[src/rtl/psum_gather_serializer_pkg.sv]
// Shared types and helpers for the psum gather serializer.
package psum_gather_pkg;

  typedef enum int {
    ARB_FIXED = 0,
    ARB_RR    = 1
  } arb_mode_e;

  typedef enum logic {
    ST_IDLE,
    ST_SEND
  } ser_state_e;

  localparam int PSUM_W_DEFAULT = 40;

  function automatic int idx_w(input int n);
    return (n > 1) ? $clog2(n) : 1;
  endfunction

endpackage

[src/rtl/psum_gather_serializer_if.sv]
// Serial psum beat bus towards the interconnect.
interface psum_gather_serializer_if #(
  parameter int PSUM_W = 40,
  parameter int ROW_W  = 2,
  parameter int COL_W  = 2
);

  logic [PSUM_W-1:0] icm_psum_writedata_o;
  logic [ROW_W-1:0]  icm_psum_row_o;
  logic [COL_W-1:0]  icm_psum_col_o;
  logic              icm_psum_last_o;
  logic              icm_psum_cs_o;
  logic              icm_psum_waitreq_i;

  modport master (
    output icm_psum_writedata_o,
    output icm_psum_row_o,
    output icm_psum_col_o,
    output icm_psum_last_o,
    output icm_psum_cs_o,
    input  icm_psum_waitreq_i
  );

  modport slave (
    input  icm_psum_writedata_o,
    input  icm_psum_row_o,
    input  icm_psum_col_o,
    input  icm_psum_last_o,
    input  icm_psum_cs_o,
    output icm_psum_waitreq_i
  );

endinterface

[src/rtl/psum_gather_serializer_arbiter.sv]
// Row arbiter: round robin from last_grant+1, or highest index wins.
module psum_rr_arbiter
  import psum_gather_pkg::*;
#(
  parameter int NUM_REQ = 4,
  parameter int MODE    = ARB_RR,
  localparam int IDX_W  = idx_w(NUM_REQ)
) (
  input  logic               clock,
  input  logic               reset,
  input  logic [NUM_REQ-1:0] req,
  input  logic               advance,
  output logic [NUM_REQ-1:0] grant_oh,
  output logic [IDX_W-1:0]   grant_idx
);

  logic [IDX_W-1:0] last_grant_q;
  logic [IDX_W-1:0] last_grant_d;
  logic             found;
  int unsigned      k;

  always_comb begin
    found     = 1'b0;
    grant_idx = '0;
    k         = 0;
    if (MODE == ARB_RR) begin
      for (int i = 1; i <= NUM_REQ; i++) begin
        k = (int'(last_grant_q) + i) % NUM_REQ;
        if (!found && req[IDX_W'(k)]) begin
          found     = 1'b1;
          grant_idx = IDX_W'(k);
        end
      end
    end else begin
      for (int i = 0; i < NUM_REQ; i++) begin
        if (req[i]) begin
          found     = 1'b1;
          grant_idx = IDX_W'(i);
        end
      end
    end
    grant_oh = found ? (NUM_REQ'(1) << grant_idx) : '0;
  end

  always_comb begin
    last_grant_d = advance ? grant_idx : last_grant_q;
  end

  always_ff @(posedge clock or posedge reset) begin
    if (reset) begin
      last_grant_q <= IDX_W'(NUM_REQ - 1);
    end else begin
      last_grant_q <= last_grant_d;
    end
  end

endmodule

[src/rtl/psum_gather_serializer.sv]
// Gathers one granted psum row and streams its enabled words as beats.
module psum_gather_serializer
  import psum_gather_pkg::*;
#(
  parameter int NUM_ROWS = 4,
  parameter int NUM_COLS = 4,
  parameter int PSUM_W   = PSUM_W_DEFAULT,
  parameter int ARB_MODE = 1,
  localparam int ROW_W   = idx_w(NUM_ROWS),
  localparam int COL_W   = idx_w(NUM_COLS)
) (
  input  logic clock,
  input  logic reset,
  input  logic [NUM_ROWS-1:0][NUM_COLS-1:0][PSUM_W-1:0] row_psum_writedata_i,
  input  logic [NUM_ROWS-1:0][NUM_COLS-1:0] row_psum_wordenable_i,
  input  logic [NUM_ROWS-1:0] row_psum_cs_i,
  output logic [NUM_ROWS-1:0] row_psum_waitreq_o,
  psum_gather_serializer_if.master icm
);

  typedef logic [NUM_COLS-1:0][PSUM_W-1:0] row_data_t;
  typedef logic [NUM_COLS-1:0] mask_t;

  ser_state_e        state_q, state_d;
  row_data_t         data_q, data_d;
  mask_t             mask_q, mask_d;
  logic [ROW_W-1:0]  row_q, row_d;
  logic [COL_W-1:0]  col_q, col_d;
  logic [PSUM_W-1:0] wdata_q, wdata_d;
  logic              last_q, last_d;

  logic [NUM_ROWS-1:0] grant_oh;
  logic [ROW_W-1:0]    grant_idx;
  logic                can_accept;
  logic                accept;
  logic                beat_done;
  row_data_t           sel_data;
  mask_t               sel_mask;

  function automatic logic [COL_W-1:0] low_idx(input mask_t m);
    low_idx = '0;
    for (int i = NUM_COLS - 1; i >= 0; i--)
      if (m[i]) low_idx = COL_W'(i);
  endfunction

  function automatic logic [PSUM_W-1:0] pick_word(
    input row_data_t d,
    input mask_t     m
  );
    pick_word = '0;
    for (int i = NUM_COLS - 1; i >= 0; i--)
      if (m[i]) pick_word = d[i];
  endfunction

  psum_rr_arbiter #(
    .NUM_REQ (NUM_ROWS),
    .MODE    (ARB_MODE)
  ) u_arb (
    .clock     (clock),
    .reset     (reset),
    .req       (row_psum_cs_i),
    .advance   (accept),
    .grant_oh  (grant_oh),
    .grant_idx (grant_idx)
  );

  always_comb begin
    sel_data = '0;
    sel_mask = '0;
    for (int r = 0; r < NUM_ROWS; r++) begin
      if (grant_oh[r]) begin
        sel_data = row_psum_writedata_i[r];
        sel_mask = row_psum_wordenable_i[r];
      end
    end
  end

  // A row may land in the same cycle the final beat leaves.
  assign beat_done  = (state_q == ST_SEND) && !icm.icm_psum_waitreq_i;
  assign can_accept = (state_q == ST_IDLE) || (last_q && beat_done);
  assign accept     = (|grant_oh) && can_accept;

  always_comb begin
    state_d = state_q;
    data_d  = data_q;
    mask_d  = mask_q;
    row_d   = row_q;
    col_d   = col_q;
    wdata_d = wdata_q;
    last_d  = last_q;
    if (beat_done) begin
      if (last_q) begin
        state_d = ST_IDLE;
        last_d  = 1'b0;
      end else begin
        col_d   = low_idx(mask_q);
        wdata_d = pick_word(data_q, mask_q);
        mask_d  = mask_q & (mask_q - mask_t'(1));
        last_d  = (mask_d == '0);
      end
    end
    if (accept && (sel_mask != '0)) begin
      state_d = ST_SEND;
      data_d  = sel_data;
      row_d   = grant_idx;
      col_d   = low_idx(sel_mask);
      wdata_d = pick_word(sel_data, sel_mask);
      mask_d  = sel_mask & (sel_mask - mask_t'(1));
      last_d  = (mask_d == '0);
    end
  end

  always_comb begin
    icm.icm_psum_cs_o        = (state_q == ST_SEND);
    icm.icm_psum_writedata_o = wdata_q;
    icm.icm_psum_row_o       = row_q;
    icm.icm_psum_col_o       = col_q;
    icm.icm_psum_last_o      = last_q;
    row_psum_waitreq_o       = ~(grant_oh & {NUM_ROWS{can_accept}});
  end

  always_ff @(posedge clock or posedge reset) begin
    if (reset) begin
      state_q <= ST_IDLE;
      data_q  <= '0;
      mask_q  <= '0;
      row_q   <= '0;
      col_q   <= '0;
      wdata_q <= '0;
      last_q  <= 1'b0;
    end else begin
      state_q <= state_d;
      data_q  <= data_d;
      mask_q  <= mask_d;
      row_q   <= row_d;
      col_q   <= col_d;
      wdata_q <= wdata_d;
      last_q  <= last_d;
    end
  end

endmodule

[src/flat_wrapper.sv]
// flat-port wrapper written by rule: the top's interface ports become plain ports
module psum_gather_serializer_flat import psum_gather_pkg::*;
#(
  parameter int NUM_ROWS = 4,
  parameter int NUM_COLS = 4,
  parameter int PSUM_W   = PSUM_W_DEFAULT,
  parameter int ARB_MODE = 1,
  localparam int ROW_W   = idx_w(NUM_ROWS),
  localparam int COL_W   = idx_w(NUM_COLS)
)
  (clock, reset, row_psum_writedata_i, row_psum_wordenable_i, row_psum_cs_i, row_psum_waitreq_o, icm_icm_psum_writedata_o, icm_icm_psum_row_o, icm_icm_psum_col_o, icm_icm_psum_last_o, icm_icm_psum_cs_o, icm_icm_psum_waitreq_i);
  psum_gather_serializer_if #(.PSUM_W(PSUM_W), .ROW_W(2), .COL_W(2)) icm_i ();
  input  logic clock;
  input  logic reset;
  input  logic [NUM_ROWS-1:0][NUM_COLS-1:0][PSUM_W-1:0] row_psum_writedata_i;
  input  logic [NUM_ROWS-1:0][NUM_COLS-1:0] row_psum_wordenable_i;
  input  logic [NUM_ROWS-1:0] row_psum_cs_i;
  output logic [NUM_ROWS-1:0] row_psum_waitreq_o;
  output wire logic [$bits(icm_i.icm_psum_writedata_o)-1:0] icm_icm_psum_writedata_o;
  output wire logic [$bits(icm_i.icm_psum_row_o)-1:0] icm_icm_psum_row_o;
  output wire logic [$bits(icm_i.icm_psum_col_o)-1:0] icm_icm_psum_col_o;
  output wire logic [$bits(icm_i.icm_psum_last_o)-1:0] icm_icm_psum_last_o;
  output wire logic [$bits(icm_i.icm_psum_cs_o)-1:0] icm_icm_psum_cs_o;
  input wire logic [$bits(icm_i.icm_psum_waitreq_i)-1:0] icm_icm_psum_waitreq_i;
  assign icm_icm_psum_writedata_o = icm_i.icm_psum_writedata_o;
  assign icm_icm_psum_row_o = icm_i.icm_psum_row_o;
  assign icm_icm_psum_col_o = icm_i.icm_psum_col_o;
  assign icm_icm_psum_last_o = icm_i.icm_psum_last_o;
  assign icm_icm_psum_cs_o = icm_i.icm_psum_cs_o;
  assign icm_i.icm_psum_waitreq_i = icm_icm_psum_waitreq_i;
  psum_gather_serializer #(.NUM_ROWS(NUM_ROWS), .NUM_COLS(NUM_COLS), .PSUM_W(PSUM_W), .ARB_MODE(ARB_MODE)) u_core (.clock(clock), .reset(reset), .row_psum_writedata_i(row_psum_writedata_i), .row_psum_wordenable_i(row_psum_wordenable_i), .row_psum_cs_i(row_psum_cs_i), .row_psum_waitreq_o(row_psum_waitreq_o), .icm(icm_i));
endmodule
[config.mk]
export PLATFORM = sky130hd
export DESIGN_NAME = psum_gather_serializer_flat
export DESIGN_NICKNAME = d
export VERILOG_FILES = /design/src/rtl/psum_gather_serializer_pkg.sv /design/src/rtl/psum_gather_serializer_if.sv /design/src/rtl/psum_gather_serializer_arbiter.sv /design/src/rtl/psum_gather_serializer.sv /design/src/flat_wrapper.sv
export SDC_FILE = /design/constraint.sdc
export NUM_CORES = 1
export LEC_CHECK = 0
export BUFFER_PORTS_ARGS = -buffer_cell sky130_fd_sc_hd__buf_2
export CORE_AREA = 2 2 277 279
export CTS_BUF_LIST = sky130_fd_sc_hd__clkbuf_8
export CTS_CLUSTER_DIAMETER = 30
export DETAILED_ROUTE_END_ITERATION = 10
export DIE_AREA = 0 0 279 281
export MAX_ROUTING_LAYER = met4
export PLACE_DENSITY_LB_ADDON = 0.05
export SLEW_MARGIN = 20
export SYNTH_ARGS = -nofsm -noshare
export SYNTH_HDL_FRONTEND = slang
export SYNTH_SLANG_ARGS = --single-unit
[constraint.sdc]
create_clock -name clock -period 5.6 [get_ports clock]
set_input_delay 1.12 -clock clock [delete_from_list [all_inputs] [get_ports clock]]
set_output_delay 1.12 -clock clock [all_outputs]
set_load 0.02 [all_outputs]
==> flow_metrics.py, run 1 <==
metrics = {
    "logic_synthesis": {
        "yosys.area.top_type_share_pct": 31.8,
        "synthTopCellsByArea": "dfrtp_1, nand2_1, a22oi_1",
        "synth-async-reset-ratio_pct": 100,
        "syn_nets": 2381,
        "avgSynthCellArea_um2": 7.73,
        "synth_area_leader_cell": "dfrtp_1",
        "synth_seq_cells": 171,
        "synthesis.area_um2": 13300,
        "syn_inst": 1718,
        "synth_cell_types": 57,
        "synth_warnings": 0,
        "ys_seq_area_share_pct": 32.2,
        "synth-edff-count": 0,
        "ys.flop_type": "dfrtp_1",
    },
    "worst_setup_path": {
        "arrival_ps": 2930,
        "r2r-end": "u_core.icm.icm_psum_writedata_o[34]$_DFFE_PP0P_",
        "crit_path_end": "row_psum_waitreq_o[1]",
        "timing.critical_path.from": "row_psum_cs_i[3]",
        "worstSetupPathType": "input pin to output pin",
        "r2r_cells": 8,
        "cp-end-kind": "output pin",
        "rr_startpoint": "u_core.u_arb.last_grant_q[1]$_DFFE_PP1P_",
        "ff2ff_setup_slack_ps": 1720,
        "critPathMaxFanout": 71,
        "worstSetupStartpointType": "input pin",
        "required_ps": 4480,
    },
    "placement": {
        "detailed_place_hpwl_um": 65100,
        "dp.cells": 3250,
        "io_buffers": 712,
        "gp_congestion": 0.824,
    },
    "clocking": {
        "root_buffer": "clkbuf_8",
        "numCtsBuffers": 17,
        "cts_resized": 0,
        "worst_skew_pair.late_latency_ps": 590,
        "cts_sinks": 171,
        "ctsHoldBuffers": 0,
        "clk_pin_slew_worst_paths_ps": 100,
        "post_cts.repair.setup_buffers": 0,
        "htreeDepth": 4,
        "clockBufferDepth": 2,
        "cts_tree": "built",
    },
    "final_layout": {
        "nNetsFinal": 2954,
        "regArea_um2": 4290,
        "fill_cells": 8494,
        "final_cells": 3288,
        "syn_to_final_growth_pct": 37.4,
        "multi_input_comb_area_um2": 8230,
        "drive_gt1_share_pct": 35.9,
    },
    "power_and_ir_drop": {
        "p_per_area_nw_per_um2": 548,
        "peakVddDrop_uv": 402,
        "p_leak_nw": 7.86,
    },
    "route": {
        "first_pass_iters": 5,
        "drcViolationCount": 0,
        "drtIter0Drc": 998,
        "wire_per_inst_um": 26.4,
        "drtAntennaViolNets": 0,
        "routed_via_density": 5.09,
        "wl_um": 86900,
        "via_count": 16700,
    },
    "floorplanning": {
        "fp.dieW_um": 279,
        "rows": 101,
        "pin_count": 713,
        "die_y_um": 281,
        "coreArea_um2": 75400,
        "start_util_pct": 17.6,
        "dieArea_um2": 78400,
    },
    "sta": {
        "fin_setup_tns_ps": 0,
        "drv_slew": 0,
        "fin_skew_ps": 20.8,
        "slew_headroom_pct": 29.3,
        "fin_crit_sh_pct": 72.4,
        "setup_violations": 0,
        "period_needed_ps": 4050,
        "worst_pin_slew_ps": 1060,
        "fmax_mhz": 247,
        "finalHoldViolCount": 0,
        "whs_ps": 484,
        "rsz0062_at_grt": "no",
    },
    "global_route": {
        "grt_max_degree": 98,
        "gr-total-overflow": 0,
        "track_usage_pct": 22.1,
        "antenna_found_initial": 10,
        "grt_pass1_vias": 17000,
        "grt_pass1_wl_um": 122000,
    },
    "run_status": {
        "outcome": "finished clean",
    },
    "min_path": {
        "worstHoldPathCells": 2,
        "hold_class": "register to register",
    },
    "flow_run": {
        "drv_cap": 0,
    },
}
layout by cell type, fill, tap and decap left out, drive strengths merged, types with 18 or more instances in the layout:
master   synthesis  layout
a211oi          23      23
a21o            26      26
a21oi          131     131
a221oi          64      64
a22oi          119     119
a2bb2oi         19      19
a31oi           46      46
a32o            28      28
a32oi           24      24
and2            25      25
buf             70     756
clkbuf         132      18
dfrtp          169     169
nand2          268     268
nand3           23      23
nor2           121     121
nor3            18      18
o211ai          92      92
o21ai          141     141
o221ai          22      22
o311ai          19      19
how the worst min path moves through the flow:
stage	slack [ps]	end	from
6_report	480	u_core.data_q[150]$_DFFE_PP0P_	u_core.data_q[150]$_DFFE_PP0P_
5_1_grt	500	u_core.data_q[155]$_DFFE_PP0P_	u_core.data_q[155]$_DFFE_PP0P_
4_1_cts	490	u_core.data_q[59]$_DFFE_PP0P_	u_core.data_q[59]$_DFFE_PP0P_
3_5_place_dp	460	u_core.data_q[65]$_DFFE_PP0P_	u_core.data_q[65]$_DFFE_PP0P_
3_3_place_gp	460	u_core.data_q[74]$_DFFE_PP0P_	u_core.data_q[74]$_DFFE_PP0P_
2_1_floorplan	450	u_core.data_q[138]$_DFFE_PP0P_	u_core.data_q[138]$_DFFE_PP0P_
routing by layer:
layer | global-route usage, % | wire length, um | up-vias
li1 | - | - | 7803
met2 | 38.6 | 44600 | 576
met1 | 26.1 | 36300 | 8275
met4 | 6.36 | 2090 | 0
met5 | - | 0 | -
met3 | 3.69 | 3970 | 80
synth_stat cells (all sizes together), types with 2 or more instances:
| cell | number |
|---|---|
| clkbuf | 132 |
| nand4 | 2 |
| nand3b | 5 |
| nor2 | 121 |
| a221oi | 64 |
| o211ai | 92 |
| a211oi | 23 |
| o21ai | 141 |
| or3 | 2 |
| a2bb2oi | 19 |
| nor3 | 18 |
| nand3 | 23 |
| o31ai | 15 |
| dfrtp | 169 |
| a32o | 28 |
| a311o | 4 |
| nand2b | 10 |
| o22a | 12 |
| o2bb2ai | 6 |
| and3 | 2 |
| buf | 70 |
| nor2b | 5 |
| a22oi | 119 |
| nand2 | 268 |
| dfstp | 2 |
| and2 | 25 |
| a21oi | 131 |
| o32ai | 5 |
| a31oi | 46 |
| o311ai | 19 |
| a32oi | 24 |
| o311a | 4 |
| a21o | 26 |
| o21a | 7 |
| o221a | 16 |
| o221ai | 22 |
| o22ai | 7 |
| a22o | 16 |
| inv | 8 |
cell families (layout without fill, tap and decap cells):
| family | Yosys count | after routing | synth area share [%] |
|---|---|---|---|
| AO/OA/AOI/OAI | 852 | 852 | 45.8 |
| XOR/XNOR | 1 | 1 | 0.0660 |
| buffers and inverters | 210 | 796 | 6.72 |
| flip-flops | 171 | 171 | 32.2 |
| multiplexers | 1 | 1 | 0.0754 |
| other | 0 | 6 | 0 |
| AND/OR/NAND/NOR | 483 | 483 | 15.1 |
area by class of cell:
cell class                      count  share of cell area, %
Multi-Input combinational cell   1337                   45.1
Inverter                            8                  0.185
Antenna cell                        6                 0.0823
Clock inverter                     14                   1.14
Sequential cell                   171                   23.5
Tap cell                          978                   6.71
Clock buffer                       18                   1.36
Timing Repair Buffer              756                   21.9
state kept, by name, summed over array words and instances (netlist names):
signal and cells:
u_core.icm.icm_psum_col_o 2, u_core.u_arb.last_grant_q 2, u_core.icm.icm_psum_last_o 1, u_core.icm.icm_psum_cs_o 1
u_core.icm.icm_psum_row_o 2, u_core.icm.icm_psum_writedata_o 40, u_core.data_q 120, u_core.mask_q 3
through the flow:
stage | util [%] | instance area, um2 | setup WS (ps) | power (W)
after floorplan | - | 13300 | 1500 | 0.00624
after global placement | 23.6 | 17800 | 1030 | 0.00901
after detailed placement | 23.6 | 17800 | 988 | 0.00904
after CTS | 24.2 | 18200 | 1510 | 0.0102
after global routing | 24.2 | 18200 | 1390 | 0.0108
final | 24.2 | 18200 | 1550 | 0.00999
power by group:
part	internal (W)	switching, W	total, W
Combinational	0.00210	0.00442	0.00652
Sequential	0.00187	0.000498	0.00237
Clock	0.000509	0.000589	0.00110
worst max-delay path, cell delays in order:
cell       delay (ps)
buf_2             180
a2bb2oi_1         220
o32ai_4           660
buf_12            340
nand2_1            90
buf_2             190
Note: power is estimated with default switching activity, not from simulation.
==> inputs of run 2 (changes only) <==
--- a/config.mk
+++ b/config.mk
@@ -5,6 +5,7 @@
 export SDC_FILE = /design/constraint.sdc
 export NUM_CORES = 1
 export LEC_CHECK = 0
+export ABC_AREA = 1
 export BUFFER_PORTS_ARGS = -buffer_cell sky130_fd_sc_hd__buf_2
 export CORE_AREA = 2 2 277 279
 export CTS_BUF_LIST = sky130_fd_sc_hd__clkbuf_8
==> constraint.sdc (replaced) <==
create_clock -name clock -period 4.1 [get_ports clock]
set_input_delay 0.82 -clock clock [delete_from_list [all_inputs] [get_ports clock]]
set_output_delay 0.82 -clock clock [all_outputs]
set_load 0.02 [all_outputs]
==> flow_metrics.py, run 2 <==
metrics = {
    "sta": {
        "finalHoldViolCount": 0,
        "fin_skew_ps": 17.9,
        "fin_setup_tns_ps": 0,
        "fmax_mhz": 261,
        "slew_headroom_pct": 36.6,
        "setup_violations": 0,
        "rsz0062_at_grt": "yes",
        "worst_pin_slew_ps": 949,
        "fin_crit_sh_pct": 93.4,
        "period_needed_ps": 3830,
        "drv_slew": 0,
    },
    "logic_synthesis": {
        "syn_inst": 2349,
        "ys.flop_type": "dfrtp_1",
        "synth_common_cells": "nand2_1, nand3_1, nand4_1",
        "synth_warnings": 0,
        "yosys.area.top_type_share_pct": 30.4,
        "synth-async-reset-ratio_pct": 100,
        "ys_seq_area_share_pct": 30.8,
        "synth-edff-count": 0,
        "synth_area_leader_cell": "dfrtp_1",
        "synth_cell_types": 32,
        "synthTopCellsByArea": "dfrtp_1, nand2_1, nand4_1",
        "syn_nets": 3012,
        "synthesis.area_um2": 13900,
        "yosysMostFrequentCell": "nand2_1",
        "avgSynthCellArea_um2": 5.92,
        "synth_seq_cells": 171,
    },
    "global_route": {
        "grt_pass1_wl_um": 122000,
        "grt_pass1_vias": 18000,
        "grt_max_degree": 112,
        "antenna_found_initial": 12,
        "gr-total-overflow": 0,
        "track_usage_pct": 21.6,
    },
    "final_layout": {
        "largest_reg_flops": 120,
        "nNetsFinal": 3623,
        "drive_gt1_share_pct": 28.6,
        "final_cells": 3957,
        "syn_to_final_growth_pct": 37.4,
        "regMostFlops": "u_core.data_q",
        "final_area_um2": 19100,
        "mostFrequentLayoutCell": "nand2_1",
        "layout_common_cells": "nand2_1, buf_2, nand3_1",
    },
    "route": {
        "wire_per_inst_um": 21.5,
        "drtIter0Drc": 1291,
        "routed_via_density": 4.68,
        "drcViolationCount": 0,
        "via_count": 18500,
        "wl_um": 85200,
        "drtAntennaViolNets": 0,
        "first_pass_iters": 5,
    },
    "flow_run": {
        "drv_cap": 0,
    },
    "clocking": {
        "cts_sinks": 171,
        "numCtsBuffers": 17,
        "root_buffer": "clkbuf_8",
        "clk_pin_slew_worst_paths_ps": 100,
        "cts_tree": "built",
        "htreeDepth": 4,
        "worst_skew_pair.late_latency_ps": 520,
        "clockBufferDepth": 2,
    },
    "worst_setup_path": {
        "cp-end-kind": "output pin",
        "required_ps": 3280,
        "worstSetupPathType": "register to output pin",
        "worstSetupStartpointType": "register",
        "critPathMaxFanout": 61,
        "arrival_ps": 3010,
        "ff2ff_setup_slack_ps": 620,
    },
    "floorplanning": {
        "start_util_pct": 18.4,
        "pin_count": 713,
        "fp.dieW_um": 279,
        "dieArea_um2": 78400,
        "rows": 101,
        "coreArea_um2": 75400,
        "die_y_um": 281,
    },
    "placement": {
        "dp.cells": 3915,
        "gp_congestion": 0.848,
        "place_area_um2": 18600,
        "detailed_place_hpwl_um": 65500,
        "io_buffers": 712,
    },
    "run_status": {
        "outcome": "finished clean",
    },
    "min_path": {
        "hold_class": "input pin to asynchronous set/reset pin",
    },
}
-- run 2: layout make-up --
cell class,instances,area (um2)
Fill cell,8701,56300
Multi-Input combinational cell,1918,8560
Timing Repair Buffer,783,4330
Sequential cell,171,4280
Tap cell,978,1220
Inverter,69,273
Clock buffer,18,248
Clock inverter,14,180
Antenna cell,6,15.0
-- run 2: layer usage --
layer	GRT usage [%]	vias up	routed length [um]
met3	3.00	32	4730
met4	3.10	0	647
met5	-	-	0
met2	31.4	679	36900
met1	32.0	8844	42900
li1	-	8954	-
-- run 2: path summary, 6_finish.rpt --
| path | from | cells past startpoint | endpoint |
|---|---|---|---|
| worst min-delay path | reset | 2 | u_core.data_q[77]$_DFFE_PP0P_ |
| worst max-delay path | u_core.u_arb.last_grant_q[0]$_DFFE_PP1P_ | 13 | row_psum_waitreq_o[3] |
| worst max register to register | u_core.u_arb.last_grant_q[0]$_DFFE_PP1P_ | 20 | u_core.icm.icm_psum_writedata_o[12]$_DFFE_PP0P_ |
| max in group asynchronous | reset | 3 | u_core.mask_q[2]$_DFFE_PP0P_ |
| worst min register to register | u_core.icm.icm_psum_col_o[1]$_DFFE_PP0P_ | 2 | u_core.icm.icm_psum_col_o[1]$_DFFE_PP0P_ |
| min in group clock | u_core.icm.icm_psum_col_o[1]$_DFFE_PP0P_ | 2 | u_core.icm.icm_psum_col_o[1]$_DFFE_PP0P_ |
-- run 2: cell families (layout without fill, tap and decap cells) --
group / after synthesis / in the layout / share of synthesized area (%)
flip-flops: 171 / 171 / 30.8
other: 0 / 6 / 0
AO/OA/AOI/OAI: 208 / 208 / 8.29
AND/OR/NAND/NOR: 1710 / 1710 / 52.8
buffers and inverters: 260 / 884 / 8.13
-- run 2: timing repair --
| action | 4_1_cts | 5_1_grt |
|---|---|---|
| hold buffers | 0 | 0 |
| buffers inserted | 0 | 4 |
| gates resized for setup | 0 | 1 |
| hold endpoints to repair | 0 | 0 |
| endpoints found under the setup margin | 0 | 2 |
-- run 2: per-stage QoR --
step | setup WS, ps | hold slack (ps) | util (%)
floorplan | 863 | 444 | -
global placement | 356 | 457 | 24.7
detailed placement | 381 | 458 | 24.7
CTS | 74.4 | 333 | 25.3
global route | -14.4 | 366 | 25.3
finish | 269 | 350 | 25.3
-- run 2: worst max-delay path, cell delays in order, from the launching register on --
cell     delay [ps]
dfstp_2         680
inv_4            90
nand2_1          60
nand2_1          90
nand2_2         100
nand2_2          70
nor2_2          120
nand4_1         160
nand2_4         290
nand2_4          90
inv_4            90
buf_16          230
nand2_1          90
buf_2           170
Power of run 2 is not shown: default switching activity piles up to over one toggle a cycle in this logic, so the estimate is an artifact.
